--- src/rtl/haru_axis_pkg.sv ---
// Shared AXI4-Stream beat-tag definitions for the HARU stream adapters.
// A beat tag carries the packet framing (first/last) alongside each data word.
package haru_axis_pkg;

    // Depth of the register buffer that absorbs the FIFO read latency.
    localparam int BUF_DEPTH = 2;
    localparam int OCC_WIDTH = $clog2(BUF_DEPTH + 1);

    // Bit positions of the framing flags inside a packed beat tag.
    localparam int TAG_FIRST = 1;
    localparam int TAG_LAST  = 0;

    typedef struct packed {
        logic first;
        logic last;
    } beat_tag_t;

    localparam beat_tag_t TAG_NONE = '{first: 1'b0, last: 1'b0};

    // Build a tag from individual flags, placing them at the agreed bit positions.
    function automatic beat_tag_t make_tag(input logic first, input logic last);
        beat_tag_t tag;
        tag            = TAG_NONE;
        tag[TAG_FIRST] = first;
        tag[TAG_LAST]  = last;
        return tag;
    endfunction

endpackage

--- src/rtl/fifo_2_axis_adapter_if.sv ---
// FIFO read port plus AXI4-Stream master bus of the FIFO->AXIS adapter.
// master: the adapter side (issues reads, drives the stream).
// slave : the environment side (FIFO read data/status, stream sink ready).
interface fifo_2_axis_adapter_if #(
    parameter int DATA_WIDTH = 32
);
    logic [DATA_WIDTH-1:0] fifo_data;
    logic                  fifo_r_stb;
    logic                  fifo_not_empty;
    logic                  axis_tuser;
    logic                  axis_tvalid;
    logic                  axis_tready;
    logic                  axis_tlast;
    logic [DATA_WIDTH-1:0] axis_tdata;

    modport master (
        input  fifo_data,
        input  fifo_not_empty,
        input  axis_tready,
        output fifo_r_stb,
        output axis_tuser,
        output axis_tvalid,
        output axis_tlast,
        output axis_tdata
    );

    modport slave (
        output fifo_data,
        output fifo_not_empty,
        output axis_tready,
        input  fifo_r_stb,
        input  axis_tuser,
        input  axis_tvalid,
        input  axis_tlast,
        input  axis_tdata
    );
endinterface

--- src/rtl/axis_skid_buf_2.sv ---
// Two-entry register FIFO of {tag, data}. The head entry drives the stream
// directly, so the visible beat stays stable until it is popped.
module axis_skid_buf_2
    import haru_axis_pkg::*;
#(
    parameter int DATA_WIDTH = 32
) (
    input  logic                  clk,
    input  logic                  rst,
    input  logic                  push_i,
    input  beat_tag_t             push_tag_i,
    input  logic [DATA_WIDTH-1:0] push_data_i,
    input  logic                  pop_i,
    output logic [OCC_WIDTH-1:0]  occupancy_o,
    output logic                  valid_o,
    output beat_tag_t             head_tag_o,
    output logic [DATA_WIDTH-1:0] head_data_o
);

    typedef struct packed {
        beat_tag_t             tag;
        logic [DATA_WIDTH-1:0] data;
    } entry_t;

    localparam logic [OCC_WIDTH-1:0] OCC_FULL = OCC_WIDTH'(BUF_DEPTH);
    localparam logic [OCC_WIDTH-1:0] OCC_ONE  = OCC_WIDTH'(1);

    entry_t               head_q, head_d;
    entry_t               tail_q, tail_d;
    entry_t               push_entry;
    logic [OCC_WIDTH-1:0] occ_q, occ_d;
    logic                 pop_ok;
    logic                 push_ok;

    assign push_entry = '{tag: push_tag_i, data: push_data_i};
    assign pop_ok     = pop_i & (occ_q != '0);
    // A push into a full buffer is only accepted when the head leaves the same cycle.
    assign push_ok    = push_i & ((occ_q != OCC_FULL) | pop_ok);

    // Next state: shift toward the head on pop, fill the first free slot on push.
    always_comb begin
        // NOTE: every variable gets a default first so no path leaves it unassigned (no latch).
        head_d = head_q;
        tail_d = tail_q;
        occ_d  = occ_q;
        case ({push_ok, pop_ok})
            2'b10: begin
                if (occ_q == '0) begin
                    head_d = push_entry;
                end else begin
                    tail_d = push_entry;
                end
                occ_d = occ_q + OCC_ONE;
            end
            2'b01: begin
                head_d = tail_q;
                occ_d  = occ_q - OCC_ONE;
            end
            2'b11: begin
                if (occ_q == OCC_ONE) begin
                    head_d = push_entry;
                end else begin
                    head_d = tail_q;
                    tail_d = push_entry;
                end
            end
            default: begin
            end
        endcase
    end

    // Buffer registers.
    always_ff @(posedge clk or posedge rst) begin
        if (rst) begin
            // NOTE: storage is reset too, so the data output reads zero straight out of reset.
            head_q <= '0;
            tail_q <= '0;
            occ_q  <= '0;
        end else begin
            // NOTE: non-blocking assignments so all registers update from pre-edge values.
            head_q <= head_d;
            tail_q <= tail_d;
            occ_q  <= occ_d;
        end
    end

    assign occupancy_o = occ_q;
    assign valid_o     = (occ_q != '0);
    assign head_tag_o  = head_q.tag;
    assign head_data_o = head_q.data;

endmodule

--- src/rtl/fifo_2_axis_adapter.sv ---
// FIFO -> AXI4-Stream read adapter.
// Drains a synchronous FIFO with one cycle of read latency and presents the
// words as an AXI4-Stream master, framed into packets of a programmable beat
// count (tuser on the first beat, tlast on the last). Reads are issued so that
// buffered plus in-flight words never exceed the 2-entry register buffer, which
// still sustains one beat per clock under continuous tready.
// Reset asserts asynchronously; its release is expected to be synchronous to clk.
// Optional build macro FIFO_2_AXIS_STATS_EN adds o_packet_count and o_underrun.
module fifo_2_axis_adapter
    import haru_axis_pkg::*;
#(
    parameter int AXIS_DATA_WIDTH = 32,
    parameter int FIFO_DATA_WIDTH = AXIS_DATA_WIDTH,
    parameter int COUNT_WIDTH     = 16
) (
    input  logic                   clk,
    input  logic                   rst,
    input  logic [COUNT_WIDTH-1:0] i_packet_size,
`ifdef FIFO_2_AXIS_STATS_EN
    output logic [31:0]            o_packet_count,
    output logic                   o_underrun,
`endif
    fifo_2_axis_adapter_if.master  bus
);

    if (FIFO_DATA_WIDTH != AXIS_DATA_WIDTH) begin : g_width_check
        $error("fifo_2_axis_adapter: FIFO_DATA_WIDTH must equal AXIS_DATA_WIDTH");
    end

    localparam int                     FILL_WIDTH = OCC_WIDTH + 1;
    localparam logic [COUNT_WIDTH-1:0] CNT_ONE    = COUNT_WIDTH'(1);

    logic [COUNT_WIDTH-1:0]     idx_q, idx_d;
    logic [COUNT_WIDTH-1:0]     size_q, size_d;
    logic [COUNT_WIDTH-1:0]     eff_size;
    logic                       inflight_q;
    beat_tag_t                  inflight_tag_q;
    beat_tag_t                  issue_tag;
    logic                       issue_first;
    logic                       issue_last;
    logic [OCC_WIDTH-1:0]       occupancy;
    logic                       buf_valid;
    beat_tag_t                  head_tag;
    logic [AXIS_DATA_WIDTH-1:0] head_data;
    logic                       pop;
    logic                       r_stb;
    logic [FILL_WIDTH-1:0]      fill_after_pop;

    assign pop = buf_valid & bus.axis_tready;

    // Read issue: only request a word if it will have a buffer slot when it lands.
    always_comb begin
        fill_after_pop = FILL_WIDTH'(occupancy) + FILL_WIDTH'(inflight_q) - FILL_WIDTH'(pop);
        r_stb          = !rst & bus.fifo_not_empty & (fill_after_pop < FILL_WIDTH'(BUF_DEPTH));
    end

    // Tagging at issue: the packet size is latched on the first read of each packet.
    always_comb begin
        eff_size = size_q;
        if (idx_q == '0) begin
            eff_size = (i_packet_size == '0) ? CNT_ONE : i_packet_size;
        end
        issue_first = (idx_q == '0);
        issue_last  = (idx_q == eff_size - CNT_ONE);
        issue_tag   = make_tag(issue_first, issue_last);
        idx_d       = idx_q;
        size_d      = size_q;
        if (r_stb) begin
            idx_d = issue_last ? '0 : idx_q + CNT_ONE;
            if (issue_first) begin
                size_d = eff_size;
            end
        end
    end

    // Beat counter, latched size and the in-flight read with its tags.
    always_ff @(posedge clk or posedge rst) begin
        if (rst) begin
            idx_q          <= '0;
            size_q         <= '0;
            inflight_q     <= 1'b0;
            inflight_tag_q <= TAG_NONE;
        end else begin
            idx_q          <= idx_d;
            size_q         <= size_d;
            inflight_q     <= r_stb;
            inflight_tag_q <= issue_tag;
        end
    end

    axis_skid_buf_2 #(
        .DATA_WIDTH (AXIS_DATA_WIDTH)
    ) u_buf (
        .clk         (clk),
        .rst         (rst),
        .push_i      (inflight_q),
        .push_tag_i  (inflight_tag_q),
        .push_data_i (bus.fifo_data),
        .pop_i       (pop),
        .occupancy_o (occupancy),
        .valid_o     (buf_valid),
        .head_tag_o  (head_tag),
        .head_data_o (head_data)
    );

    assign bus.fifo_r_stb  = r_stb;
    assign bus.axis_tvalid = buf_valid;
    assign bus.axis_tuser  = buf_valid & head_tag.first;
    assign bus.axis_tlast  = buf_valid & head_tag.last;
    assign bus.axis_tdata  = head_data;

`ifdef FIFO_2_AXIS_STATS_EN
    logic [31:0] pkt_cnt_q, pkt_cnt_d;
    logic        in_pkt_q, in_pkt_d;
    logic        underrun_q, underrun_d;

    // Stats: count completed packets; flag a stream gap inside a packet.
    always_comb begin
        pkt_cnt_d  = pkt_cnt_q;
        in_pkt_d   = in_pkt_q;
        underrun_d = underrun_q;
        if (pop) begin
            in_pkt_d = !head_tag.last;
            if (head_tag.last) begin
                pkt_cnt_d = pkt_cnt_q + 32'd1;
            end
        end
        if (in_pkt_q && !buf_valid) begin
            underrun_d = 1'b1;
        end
    end

    // Stats registers.
    always_ff @(posedge clk or posedge rst) begin
        if (rst) begin
            pkt_cnt_q  <= '0;
            in_pkt_q   <= 1'b0;
            underrun_q <= 1'b0;
        end else begin
            pkt_cnt_q  <= pkt_cnt_d;
            in_pkt_q   <= in_pkt_d;
            underrun_q <= underrun_d;
        end
    end

    assign o_packet_count = pkt_cnt_q;
    assign o_underrun     = underrun_q;
`endif

endmodule

--- src/flat_wrapper.sv ---
// flat-port wrapper written by rule: the top's interface ports become plain ports
module fifo_2_axis_adapter_flat import haru_axis_pkg::*;
#(
    parameter int AXIS_DATA_WIDTH = 32,
    parameter int FIFO_DATA_WIDTH = AXIS_DATA_WIDTH,
    parameter int COUNT_WIDTH     = 16
)
  (clk, rst, i_packet_size, bus_fifo_data, bus_fifo_not_empty, bus_axis_tready, bus_fifo_r_stb, bus_axis_tuser, bus_axis_tvalid, bus_axis_tlast, bus_axis_tdata);
  fifo_2_axis_adapter_if #(.DATA_WIDTH(32)) bus_i ();
  input  logic clk;
  input  logic rst;
  input  logic [COUNT_WIDTH-1:0] i_packet_size;
  input wire logic [$bits(bus_i.fifo_data)-1:0] bus_fifo_data;
  input wire logic [$bits(bus_i.fifo_not_empty)-1:0] bus_fifo_not_empty;
  input wire logic [$bits(bus_i.axis_tready)-1:0] bus_axis_tready;
  output wire logic [$bits(bus_i.fifo_r_stb)-1:0] bus_fifo_r_stb;
  output wire logic [$bits(bus_i.axis_tuser)-1:0] bus_axis_tuser;
  output wire logic [$bits(bus_i.axis_tvalid)-1:0] bus_axis_tvalid;
  output wire logic [$bits(bus_i.axis_tlast)-1:0] bus_axis_tlast;
  output wire logic [$bits(bus_i.axis_tdata)-1:0] bus_axis_tdata;
  assign bus_i.fifo_data = bus_fifo_data;
  assign bus_i.fifo_not_empty = bus_fifo_not_empty;
  assign bus_i.axis_tready = bus_axis_tready;
  assign bus_fifo_r_stb = bus_i.fifo_r_stb;
  assign bus_axis_tuser = bus_i.axis_tuser;
  assign bus_axis_tvalid = bus_i.axis_tvalid;
  assign bus_axis_tlast = bus_i.axis_tlast;
  assign bus_axis_tdata = bus_i.axis_tdata;
  fifo_2_axis_adapter #(.AXIS_DATA_WIDTH(AXIS_DATA_WIDTH), .FIFO_DATA_WIDTH(FIFO_DATA_WIDTH), .COUNT_WIDTH(COUNT_WIDTH)) u_core (.clk(clk), .rst(rst), .i_packet_size(i_packet_size), .bus(bus_i));
endmodule
--- config.mk ---
export PLATFORM = sky130hd
export DESIGN_NAME = fifo_2_axis_adapter_flat
export DESIGN_NICKNAME = d
export VERILOG_FILES = /design/src/rtl/haru_axis_pkg.sv /design/src/rtl/fifo_2_axis_adapter_if.sv /design/src/rtl/axis_skid_buf_2.sv /design/src/rtl/fifo_2_axis_adapter.sv /design/src/flat_wrapper.sv
export SDC_FILE = /design/constraint.sdc
export NUM_CORES = 1
export LEC_CHECK = 0
export CORE_MARGIN = 5
export CORE_UTILIZATION = 54
export DETAILED_ROUTE_END_ITERATION = 12
export PLACE_DENSITY = 0.88
export SETUP_SLACK_MARGIN = 0.5
export SLEW_MARGIN = 20
export SYNTH_ARGS = -nofsm -noshare
export SYNTH_HDL_FRONTEND = slang
export SYNTH_SLANG_ARGS = --single-unit
--- constraint.sdc ---
create_clock -name clk -period 5.5 [get_ports clk]
set_input_delay 0.825 -clock clk [delete_from_list [all_inputs] [get_ports clk]]
set_output_delay 0.825 -clock clk [all_outputs]
set_load 0.01 [all_outputs]
==> metrics.md <==
| Metric | Value |
|---|---|
| Result of the run | finished, final reports clean |
| Max stage delay on crit path | 0.59 ns |
| Shortest period the worst path allows | 4.64 ns |
| Mean cell area of the mapped netlist | 10.6 sq um |
| Critical path data arrival time | 3.81 ns |
| Post-CTS Setup Repair Bufs | 0 |
| TNS Setup | 0 ns |
| Proportion of synthesized flip-flops having asynchronous set or reset | 100% |
| Fraction of final layout cells with drive strength greater than 1 | 16.1% |
| Bufs on Longest Clock Path | 2 |
| Yosys reg bits | 105 |
| Post-synthesis to final-layout area growth | 20.9% |
| Max rail drop VDD | 295 uV |
| Areal power density over the cells | 433 mW/mm^2 |
| Main flop type after synthesis | sky130_fd_sc_hd__dfrtp_1 |
| Max-slew violation count | 0 |
| Critical Path Start Type | input port |
| Pleak | 3.02 nW |
| Sequential element share of the synthesized area | 46.0% |
| Hold WC Path Type | reg -> reg |
| Core Area | 0.0103 sq mm |
| Required time worst endpoint | 4.68 ns |
| RSZ-0062 raised after global routing | false |
| Clock root buffer master | sky130_fd_sc_hd__clkbuf_8 |
| Slowest stage cell on the critical path | sky130_fd_sc_hd__clkdlybuf4s50_1 |
| Total half-perimeter wirelength after legalization and detailed placement | 9920 microns |
| Number of synthesized flops with an enable pin | 0 |
| Most common cell type on the critical path | sky130_fd_sc_hd__clkdlybuf4s50_1 |
| Post-synthesis net count | 601 |
| Number of maximum-capacitance constraint violations | 0 |
| Total count of hold-check failures in the final report | 0 |
| Maximum frequency from static timing analysis | 216 MHz |
| Routed len/inst | 18.0 microns |
| Num CTS Buffers | 9 |
| Critical path class | in -> out |
| Maximum number of pins on one net before global-route repair | 73 |
| Worst-Skew Late Latency | 0.38 ns |
| Number of instances in the synthesized netlist | 541 |
| Synth cell types | 58 |
| Die footprint | 0.0127 sq mm |
| Worst Setup End Kind | output port |
| Top cell type by total area after synthesis | sky130_fd_sc_hd__dfrtp_1 |
| Pin slew with the least headroom to its limit | 1.08 ns |
| Wire length reported by the detailed router | 13,600 microns |
| Worst-path fanout max | 11 |
| Wire length of the first global-routing pass | 22,300 microns |
| Hold buffers post-CTS | 0 |
| Antenna violations before repair | 0 |
| Count of routing violations after the opening detailed-route iteration | 330 |
| Yosys top cell area share | 46.0% |
| Max transition margin | 27.5% |
| Overall power after layout | 2.99 mW |
| CTS tree | done |
| Via count of the first global-routing pass | 4,438 |
| CTS sink cnt | 105 |
| Placed Cells | 739 |
| Warning count from the yosys run | 0 |
| Number of cells in the finished layout apart from fillers | 756 |
| Post-layout net count | 675 |
| Vias | 4,359 |
| Number of diodes | 0 |
| Initial standard-cell utilization of the core | 55.4% |
| Number of fillers in the final layout | 750 |
| Critical Path, Cell by Cell | clkdlybuf4s50_1 -> nor2b_2 -> ha_1 -> nand2b_1 -> fa_1 -> xnor2_1 -> nand4_1 -> buf_4 -> inv_1 -> clkdlybuf4s50_1 |
| Post-detailed-route DRC marker count | 0 |
| Row cnt | 37 |
| Port Buffer Count | 87 |
| IO Count | 88 |
| Number of vias per cell | 5.77 |
| All-Layer GR Usage | 21.5% |
| GP Congestion | 0.953 |
| Endpoints failing setup | 0 |
| Gr ovfl total | 0 |
| Synthesized area | 0.00571 sq mm |
| WHS | 0.515 ns |
| CTS HTree Levels | 3 |
| Area contributors post-synth | sky130_fd_sc_hd__dfrtp_1 (46%), sky130_fd_sc_hd__mux2_2 (9.9%), sky130_fd_sc_hd__mux2i_1 (8.1%) |
| Die outline height | 113 microns |
| Die Wd | 113 microns |
| Clock input transition at the sequential cells of the worst setup and hold paths | 0.09 ns |
| Worst r2r path cells | 15 |
| Clock tree skew after final layout | 0.0199 ns |
| Final worst-path cycle share | 84.4% |
| Number of iterations in the first detailed-routing pass | 5 |
| Number of nets with antenna violations after routing | 0 |
| Worst Hold Path Cells | 1 |
-- layout by cell type (no fill, tap or decap), types with 3 or more instances in the layout --
master and count:
sky130_fd_sc_hd__dfrtp_1 105, sky130_fd_sc_hd__clkdlybuf4s50_1 87, sky130_fd_sc_hd__nor2_1 56, sky130_fd_sc_hd__mux2_2 50, sky130_fd_sc_hd__mux2i_1 46, sky130_fd_sc_hd__a21oi_1 43
sky130_fd_sc_hd__xnor2_1 24, sky130_fd_sc_hd__nand2_1 23, sky130_fd_sc_hd__nor3_1 15, sky130_fd_sc_hd__inv_1 12, sky130_fd_sc_hd__xor2_1 11, sky130_fd_sc_hd__nand4_1 10
sky130_fd_sc_hd__nand3_1 9, sky130_fd_sc_hd__o21ai_0 9, sky130_fd_sc_hd__nor2_2 9, sky130_fd_sc_hd__clkbuf_8 9, sky130_fd_sc_hd__or3_1 8, sky130_fd_sc_hd__nor4_1 8
sky130_fd_sc_hd__ha_1 7, sky130_fd_sc_hd__nand2b_1 6, sky130_fd_sc_hd__and3_1 5, sky130_fd_sc_hd__o21ai_1 5, sky130_fd_sc_hd__buf_4 5, sky130_fd_sc_hd__nor3b_1 4
sky130_fd_sc_hd__or4_1 3, sky130_fd_sc_hd__a31oi_1 3, sky130_fd_sc_hd__inv_6 3
-- cell families (layout without fill, tap and decap cells) --
group,after synthesis,after routing,synth area share (%)
xor+xnor,35,35,5.36
fa+ha+maj,8,8,1.88
mux,96,96,17.9
simple gates,174,174,17.0
buf+inv,44,123,3.63
compound gates,79,79,8.21
flops,105,105,46.0
-- state kept, by name, indices dropped and copies added, names as in the netlist --
name                      cells
u_core.idx_q                 16
u_core.u_buf.head_data_o     32
u_core.inflight_tag_q         2
u_core.size_q                16
u_core.u_buf.tail_q          34
u_core.u_buf.occupancy_o      2
u_core.inflight_q             1
u_core.u_buf.head_tag_o       2
-- cell usage after synthesis (2+ instances only) --
master	number
sky130_fd_sc_hd__o2bb2ai_1	2
sky130_fd_sc_hd__xnor2_1	24
sky130_fd_sc_hd__nand3_1	9
sky130_fd_sc_hd__nor2_1	56
sky130_fd_sc_hd__o21ai_0	9
sky130_fd_sc_hd__nor4b_2	2
sky130_fd_sc_hd__or3_1	8
sky130_fd_sc_hd__inv_1	13
sky130_fd_sc_hd__dfrtp_1	105
sky130_fd_sc_hd__mux2i_1	46
sky130_fd_sc_hd__nor3_1	15
sky130_fd_sc_hd__nor4_1	8
sky130_fd_sc_hd__a31oi_1	3
sky130_fd_sc_hd__o31ai_2	2
sky130_fd_sc_hd__nand2b_1	6
sky130_fd_sc_hd__a21o_1	2
sky130_fd_sc_hd__nand4_1	10
sky130_fd_sc_hd__nand2_1	24
sky130_fd_sc_hd__a21oi_1	43
sky130_fd_sc_hd__nor2b_1	3
sky130_fd_sc_hd__buf_2	7
sky130_fd_sc_hd__nor4_4	2
sky130_fd_sc_hd__nor3b_1	4
sky130_fd_sc_hd__ha_1	7
sky130_fd_sc_hd__and3_1	5
sky130_fd_sc_hd__buf_4	4
sky130_fd_sc_hd__mux2_2	50
sky130_fd_sc_hd__o211ai_1	2
sky130_fd_sc_hd__xor2_1	11
sky130_fd_sc_hd__o21ai_1	5
sky130_fd_sc_hd__clkbuf_1	17
sky130_fd_sc_hd__nor2_2	9
sky130_fd_sc_hd__or4_1	3
-- cell type report --
class	count	area [sq um]	share of cell area [%]
clock buffers	9	124	1.79
inverters	14	55.1	0.797
repair buffers	93	936	13.6
flip-flops and latches	105	2630	38.0
multi-input cells	392	2900	42.0
well taps	136	170	2.46
clock inverters	7	92.6	1.34
-- where the power goes --
part / leakage [nW] / internal [mW] / total, mW / switching (mW)
clock: 0.109 / 0.223 / 0.516 / 0.292
sequential: 1.27 / 1.05 / 1.25 / 0.198
combinational: 1.64 / 0.658 / 1.23 / 0.572
-- worst paths after layout --
path	startpoint	to	slack (ns)
min	u_core.u_buf.tail_q[32]$_DFFE_PP0P_	u_core.u_buf.tail_q[32]$_DFFE_PP0P_	0.51
max reg2reg	u_core.idx_q[0]$_DFFE_PP0P_	u_core.idx_q[8]$_DFFE_PP0P_	0.97
max in group asynchronous	rst	u_core.inflight_q$_DFF_PP0_	3.47
min in group asynchronous	rst	u_core.u_buf.tail_q[6]$_DFFE_PP0P_	0.80
min reg2reg	u_core.u_buf.tail_q[32]$_DFFE_PP0P_	u_core.u_buf.tail_q[32]$_DFFE_PP0P_	0.51
max	bus_axis_tready	bus_fifo_r_stb	0.86
-- worst max-delay path: cells and delay by family --
kind / cells / cell delay, ns
xor+xnor: 1 / 0.14
buf+inv: 4 / 1.51
simple gates: 3 / 0.66
fa+ha+maj: 2 / 0.68
-- stage by stage --
stage                     setup WS (ns)  util [%]  area, sq um
after floorplan                   0.689         -         5710
after global placement            0.809      64.5         6660
after detailed placement          0.686      64.5         6660
after CTS                         0.664      66.6         6880
after global routing              0.692      66.9         6910
final                             0.860      66.9         6910
-- timing repair --
item	in CTS	in global routing
endpoints found under the hold margin	0	0
resized for setup	0	1
endpoints found under the setup margin	0	1
-- per-layer routing --
metal	wire, microns	part of all wire [%]	up-vias	GRT usage (%)
li1	-	-	2060	-
met1	5910	43	2141	28.6
met2	6680	49	138	35.7
met3	776	5.7	20	4.22
met4	215	1.6	0	6.25
met5	0	0	-	0
No activity file was read; power rests on OpenSTA's default activity.
